--- config.mk ---
export PLATFORM = sky130hd
export DESIGN_NAME = pipelined_adder_param
export DESIGN_NICKNAME = d
export VERILOG_FILES = /design/src/rtl/pipelined_adder_param.sv
export SDC_FILE = /design/constraint.sdc
export NUM_CORES = 1
export LEC_CHECK = 0
export CELL_PAD_IN_SITES_DETAIL_PLACEMENT = 1
export CELL_PAD_IN_SITES_GLOBAL_PLACEMENT = 1
export CORE_UTILIZATION = 46
export DETAILED_ROUTE_END_ITERATION = 12
export PLACE_DENSITY = 0.93
export REMOVE_ABC_BUFFERS = 1
export SLEW_MARGIN = 10
export SYNTH_ARGS = -nofsm -noshare
export SYNTH_HDL_FRONTEND = slang
export SYNTH_SLANG_ARGS = --single-unit
--- constraint.sdc ---
create_clock -name clk -period 9.3 [get_ports clk]
set_input_delay 1.395 -clock clk [delete_from_list [all_inputs] [get_ports clk]]
set_output_delay 1.395 -clock clk [all_outputs]
set_load 0.01 [all_outputs]
--- src/rtl/pipelined_adder_param.sv ---
// Pipelined WIDTH-bit adder/subtractor split into STAGES carry-chained slices with valid/ready.
// Define OVERFLOW_FLAG_EN to add the signed-overflow output.
module pipelined_adder_param #(
    parameter int unsigned WIDTH  = 32,
    parameter int unsigned STAGES = 4
) (
    input  logic             clk,
    input  logic             rst,
    input  logic             in_valid,
    output logic             in_ready,
    input  logic [WIDTH-1:0] input_a,
    input  logic [WIDTH-1:0] input_b,
    input  logic             carry_in,
    input  logic             op_sub,
    output logic             out_valid,
    input  logic             out_ready,
    output logic [WIDTH-1:0] sum,
`ifdef OVERFLOW_FLAG_EN
    output logic             overflow,
`endif
    output logic             carry_out
);

    localparam int unsigned SW = WIDTH / STAGES;

    // Per-stage state: skewed operands, partially built sum, slice carry, valid.
    logic [WIDTH-1:0] a_q [STAGES];
    logic [WIDTH-1:0] a_d [STAGES];
    logic [WIDTH-1:0] b_q [STAGES];
    logic [WIDTH-1:0] b_d [STAGES];
    logic [WIDTH-1:0] s_q [STAGES];
    logic [WIDTH-1:0] s_d [STAGES];
    logic             carry_q [STAGES];
    logic             carry_d [STAGES];
    logic             valid_q [STAGES];
    logic             valid_d [STAGES];

    logic [WIDTH-1:0] a_in [STAGES];
    logic [WIDTH-1:0] b_in [STAGES];
    logic [WIDTH-1:0] s_in [STAGES];
    logic             c_in [STAGES];
    logic             v_in [STAGES];

    logic adv;

    assign adv      = ~valid_q[STAGES-1] | out_ready;
    assign in_ready = adv;

    for (genvar k = 0; k < STAGES; k++) begin : g_stage_in
        if (k == 0) begin : g_first
            assign a_in[k] = input_a;
            assign b_in[k] = op_sub ? ~input_b : input_b;
            assign s_in[k] = '0;
            assign c_in[k] = carry_in;
            assign v_in[k] = in_valid;
        end else begin : g_next
            assign a_in[k] = a_q[k-1];
            assign b_in[k] = b_q[k-1];
            assign s_in[k] = s_q[k-1];
            assign c_in[k] = carry_q[k-1];
            assign v_in[k] = valid_q[k-1];
        end
    end

`ifdef OVERFLOW_FLAG_EN
    logic overflow_q;
    logic overflow_d;
`endif

    always_comb begin
        logic [SW:0]        slice;
        logic [WIDTH-1:0]   s_new;
        logic               msb_cin;
        slice   = '0;
        s_new   = '0;
        msb_cin = 1'b0;
        for (int unsigned k = 0; k < STAGES; k++) begin
            slice = {1'b0, a_in[k][k*SW +: SW]} + {1'b0, b_in[k][k*SW +: SW]}
                    + {{SW{1'b0}}, c_in[k]};
            s_new              = s_in[k];
            s_new[k*SW +: SW]  = slice[SW-1:0];
            if (adv) begin
                a_d[k]     = a_in[k];
                b_d[k]     = b_in[k];
                s_d[k]     = s_new;
                carry_d[k] = slice[SW];
                valid_d[k] = v_in[k];
            end else begin
                a_d[k]     = a_q[k];
                b_d[k]     = b_q[k];
                s_d[k]     = s_q[k];
                carry_d[k] = carry_q[k];
                valid_d[k] = valid_q[k];
            end
        end
        // After the loop, slice/s_new hold the final stage's result.
        msb_cin = a_in[STAGES-1][WIDTH-1] ^ b_in[STAGES-1][WIDTH-1] ^ s_new[WIDTH-1];
`ifdef OVERFLOW_FLAG_EN
        overflow_d = adv ? (msb_cin ^ slice[SW]) : overflow_q;
`endif
    end

    always_ff @(posedge clk or posedge rst) begin
        if (rst) begin
            for (int unsigned k = 0; k < STAGES; k++) begin
                a_q[k]     <= '0;
                b_q[k]     <= '0;
                s_q[k]     <= '0;
                carry_q[k] <= 1'b0;
                valid_q[k] <= 1'b0;
            end
        end else begin
            for (int unsigned k = 0; k < STAGES; k++) begin
                a_q[k]     <= a_d[k];
                b_q[k]     <= b_d[k];
                s_q[k]     <= s_d[k];
                carry_q[k] <= carry_d[k];
                valid_q[k] <= valid_d[k];
            end
        end
    end

`ifdef OVERFLOW_FLAG_EN
    always_ff @(posedge clk or posedge rst) begin
        if (rst) begin
            overflow_q <= 1'b0;
        end else begin
            overflow_q <= overflow_d;
        end
    end

    assign overflow = overflow_q;
`endif

    assign out_valid = valid_q[STAGES-1];
    assign sum       = s_q[STAGES-1];
    assign carry_out = carry_q[STAGES-1];

endmodule
==> flow_metrics.py <==
metrics = {
    "run_status": {
        "status": "finished clean",
    },
    "sta": {
        "fin_skew_ns": 0.007988,
        "worstMarginPinSlew_ns": 1.084,
        "fin_crit_sh_pct": 54.75,
        "rsz0062_at_grt": "no",
        "hold_ws_ns": 0.4629,
        "fmax_mhz": 196.4,
        "setup_viol": 0,
        "maxSlewHeadroom_pct": 27.75,
        "maxSlewViolCount": 0,
        "min_period_ns": 5.092,
        "hold_viol": 0,
        "tns_ns": 0,
    },
    "pwr": {
        "ir_drop_mv": 0.1953,
        "leakagePower_uw": 0.004869,
        "power_density_mw_per_mm2": 339.9,
    },
    "floorplan": {
        "start_util_pct": 47.52,
        "pin_count": 105,
        "die_x_um": 136.4,
        "design.core.area_mm2": 0.01748,
        "die_h_um": 136.4,
        "num_rows": 48,
        "die-area_mm2": 0.01859,
    },
    "worst_setup_path": {
        "cp-start-kind": "input port",
        "arrival_ns": 3.70,
        "end_kind": "output pin",
        "critPathMaxFanout": 218,
        "r2r_slack_ns": 6.34,
        "reg2reg_from": "out_valid",
        "path_delay_family": "buffers and inverters",
        "cp.required_ns": 7.91,
        "critical_path_depth": 5,
        "slowest_delay_ns": 0.59,
        "timing.rr.end": "sum[27]",
        "path_cells": "clkdlybuf4s50_1 -> nor2b_4 -> buf_12 -> inv_4 -> clkdlybuf4s50_1",
        "critPathCapture": "in_ready",
        "crit_top_cell": "clkdlybuf4s50_1",
        "worst-path-buf-inv": 4,
        "reg2reg_depth": 6,
        "cp_slowest_cell": "clkdlybuf4s50_1",
        "crit_path_start": "out_ready",
        "path_class": "input port to output pin",
    },
    "clock_tree": {
        "post_cts_resized": 0,
        "path_clk_slew_ns": 0.06,
        "cts_root_buf": "clkbuf_16",
        "cts_sinks": 184,
        "ctsHoldBuffers": 0,
        "post-cts-setup-buffer-count": 0,
        "h-tree-depth": 4,
        "cts_buffers": 17,
        "clk_latency_ns": 0.44,
        "cts_buffer_depth": 2,
        "cts_tree": "done",
    },
    "yosys": {
        "syn_area_mm2": 0.008304,
        "ys_seq_area_share_pct": 55.45,
        "synth_cell_types": 32,
        "ys_seq_elements": 184,
        "netlist_instances": 909,
        "ys_warn_count": 0,
        "synth.avg_cell_area_um2": 9.136,
    },
    "placement": {
        "portBuffers": 104,
        "dp_hpwl_um": 12080,
        "dp.cells": 1197,
        "gp_congestion": 0.7960,
        "place_area_mm2": 0.009460,
    },
    "global_route": {
        "grt_max_degree": 219,
        "antenna_found_initial": 0,
        "overflow": 0,
        "grt_pass1_wl_um": 32980,
        "grt_pass1_vias": 6737,
        "grt_usage_pct": 23.21,
    },
    "finish": {
        "layout.nets": 1097,
        "layout-drive-gt1-share_pct": 3.984,
        "fillers": 1960,
        "final_cells": 1229,
        "post-route-cell-area_mm2": 0.01006,
        "antenna_cells": 0,
        "syn_to_final_growth_pct": 21.09,
    },
    "route": {
        "top_layer_used": "met4",
        "drt_iter0_drc": 371,
        "wl_um": 19810,
        "antenna_left": 0,
        "drc": 0,
        "met3_length_um": 633,
        "dr_wl_met2_um": 10660,
        "avgViaCountPerCell": 5.170,
        "wl_met1_um": 8097,
        "drt_pass1_iterations": 4,
        "vias": 6354,
        "wire_per_inst_um": 16.11,
    },
    "hold_path": {
        "hp-class": "flop to flop",
    },
    "flow_run": {
        "cap_violations": 0,
    },
}
## layer usage
layer  up-vias  GRT usage, %
li1       3063             -
met2       112         41.48
met3        33         4.884
met4         0         8.210
met5         -             0
met1      3146         27.41
## cells in the mapped netlist
library cell    n  area (um^2)
nand2_1       426         1599
dfrtp_1       184         4604
o21ai_0        58        290.3
ha_1           28        350.3
xnor2_1        27        236.5
buf_2          23        115.1
clkbuf_1       19        71.32
xor2_1         17        148.9
a21oi_1        15        75.07
nor2_1         15        56.30
inv_1          14        52.55
nor3_1         11        55.05
a211oi_1       10        75.07
fa_1            8        160.2
a21o_1          7        52.55
o21a_1          6        45.04
or3_1           5        31.28
a31oi_1         4        25.02
nor2b_1         4        25.02
o211ai_1        4        30.03
nand2b_1        3        18.77
o21bai_1        3        22.52
o31a_1          3        26.28
o31ai_1         3        22.52
clkbuf_8        2        27.53
nor2b_4         2        27.53
o311a_1         2        20.02
or2_2           2        12.51
a41oi_1         1        8.760
and3_1          1        6.260
inv_2           1        3.750
o2111ai_1       1        8.760
## stage by stage
step           worst slack, ns  utilization (%)  power, uW
2_1_floorplan           -4.216                -       2226
3_3_place_gp             4.192            54.13       2541
3_5_place_dp             4.219            54.13       2663
4_1_cts                  4.216            57.54       3450
5_1_grt                  4.075            57.54       3662
6_report                 4.208            57.54       3418
## kinds of logic (layout without fill, tap and decap cells)
| logic type | after synthesis | count (layout) | share of synthesized area, % |
|---|---|---|---|
| AO/OA/AOI/OAI | 117 | 117 | 8.453 |
| XOR/XNOR | 44 | 44 | 4.641 |
| adder cells (fa/ha/maj) | 36 | 36 | 6.147 |
| buffers and inverters | 59 | 154 | 3.254 |
| flip-flops | 184 | 184 | 55.45 |
| AND/OR/NAND/NOR | 469 | 469 | 22.06 |
## cell usage in the layout (no fill, tap or decap), drive strengths merged, types with 17 or more instances in the layout
cell	instances
clkbuf	25
xnor2	27
nand2	426
dfrtp	184
ha	28
clkdlybuf4s50	103
xor2	17
o21ai	58
## flip-flops by register name (all words and copies together), names as in the netlist
register   cells
sum           32
b_in          48
s_in          48
c_in           3
carry_out      1
out_valid      1
a_in          48
v_in           3
## power by group
part           switching (uW)  total (uW)  internal [uW]  leakage (uW)
Clock                     300         731            430      0.000289
Combinational             749        1310            564       0.00236
Sequential                216        1370           1160       0.00222
## worst register-to-register path: stages, from the launching register on
cell	delay, ns
dfrtp_1	0.38
nor2b_4	0.13
buf_12	0.26
inv_4	0.64
buf_4	0.87
o21ai_0	0.35
o21ai_0	0.23
## worst min-delay path by stage
stage / from / end / slack, ns / cells past startpoint
2_1_floorplan: v_in[0] / v_in[0] / 0.43 / 2
3_3_place_gp: v_in[0] / v_in[0] / 0.44 / 2
3_5_place_dp: v_in[0] / v_in[0] / 0.45 / 2
4_1_cts: v_in[0] / v_in[0] / 0.46 / 2
5_1_grt: sum[23] / sum[23] / 0.48 / 2
6_report: sum[12] / sum[12] / 0.46 / 2
## cell type report
type,instances,area [um^2],share of cell area [%]
clock buffers,25,505.5,5.027
clock inverters,7,90.09,0.8959
multi-input cells,666,3437,34.18
repair buffers,107,1071,10.65
well taps,225,281.5,2.800
inverters,15,66.31,0.6594
flip-flops and latches,184,4604,45.79
Power figures use the tool's default switching activity.
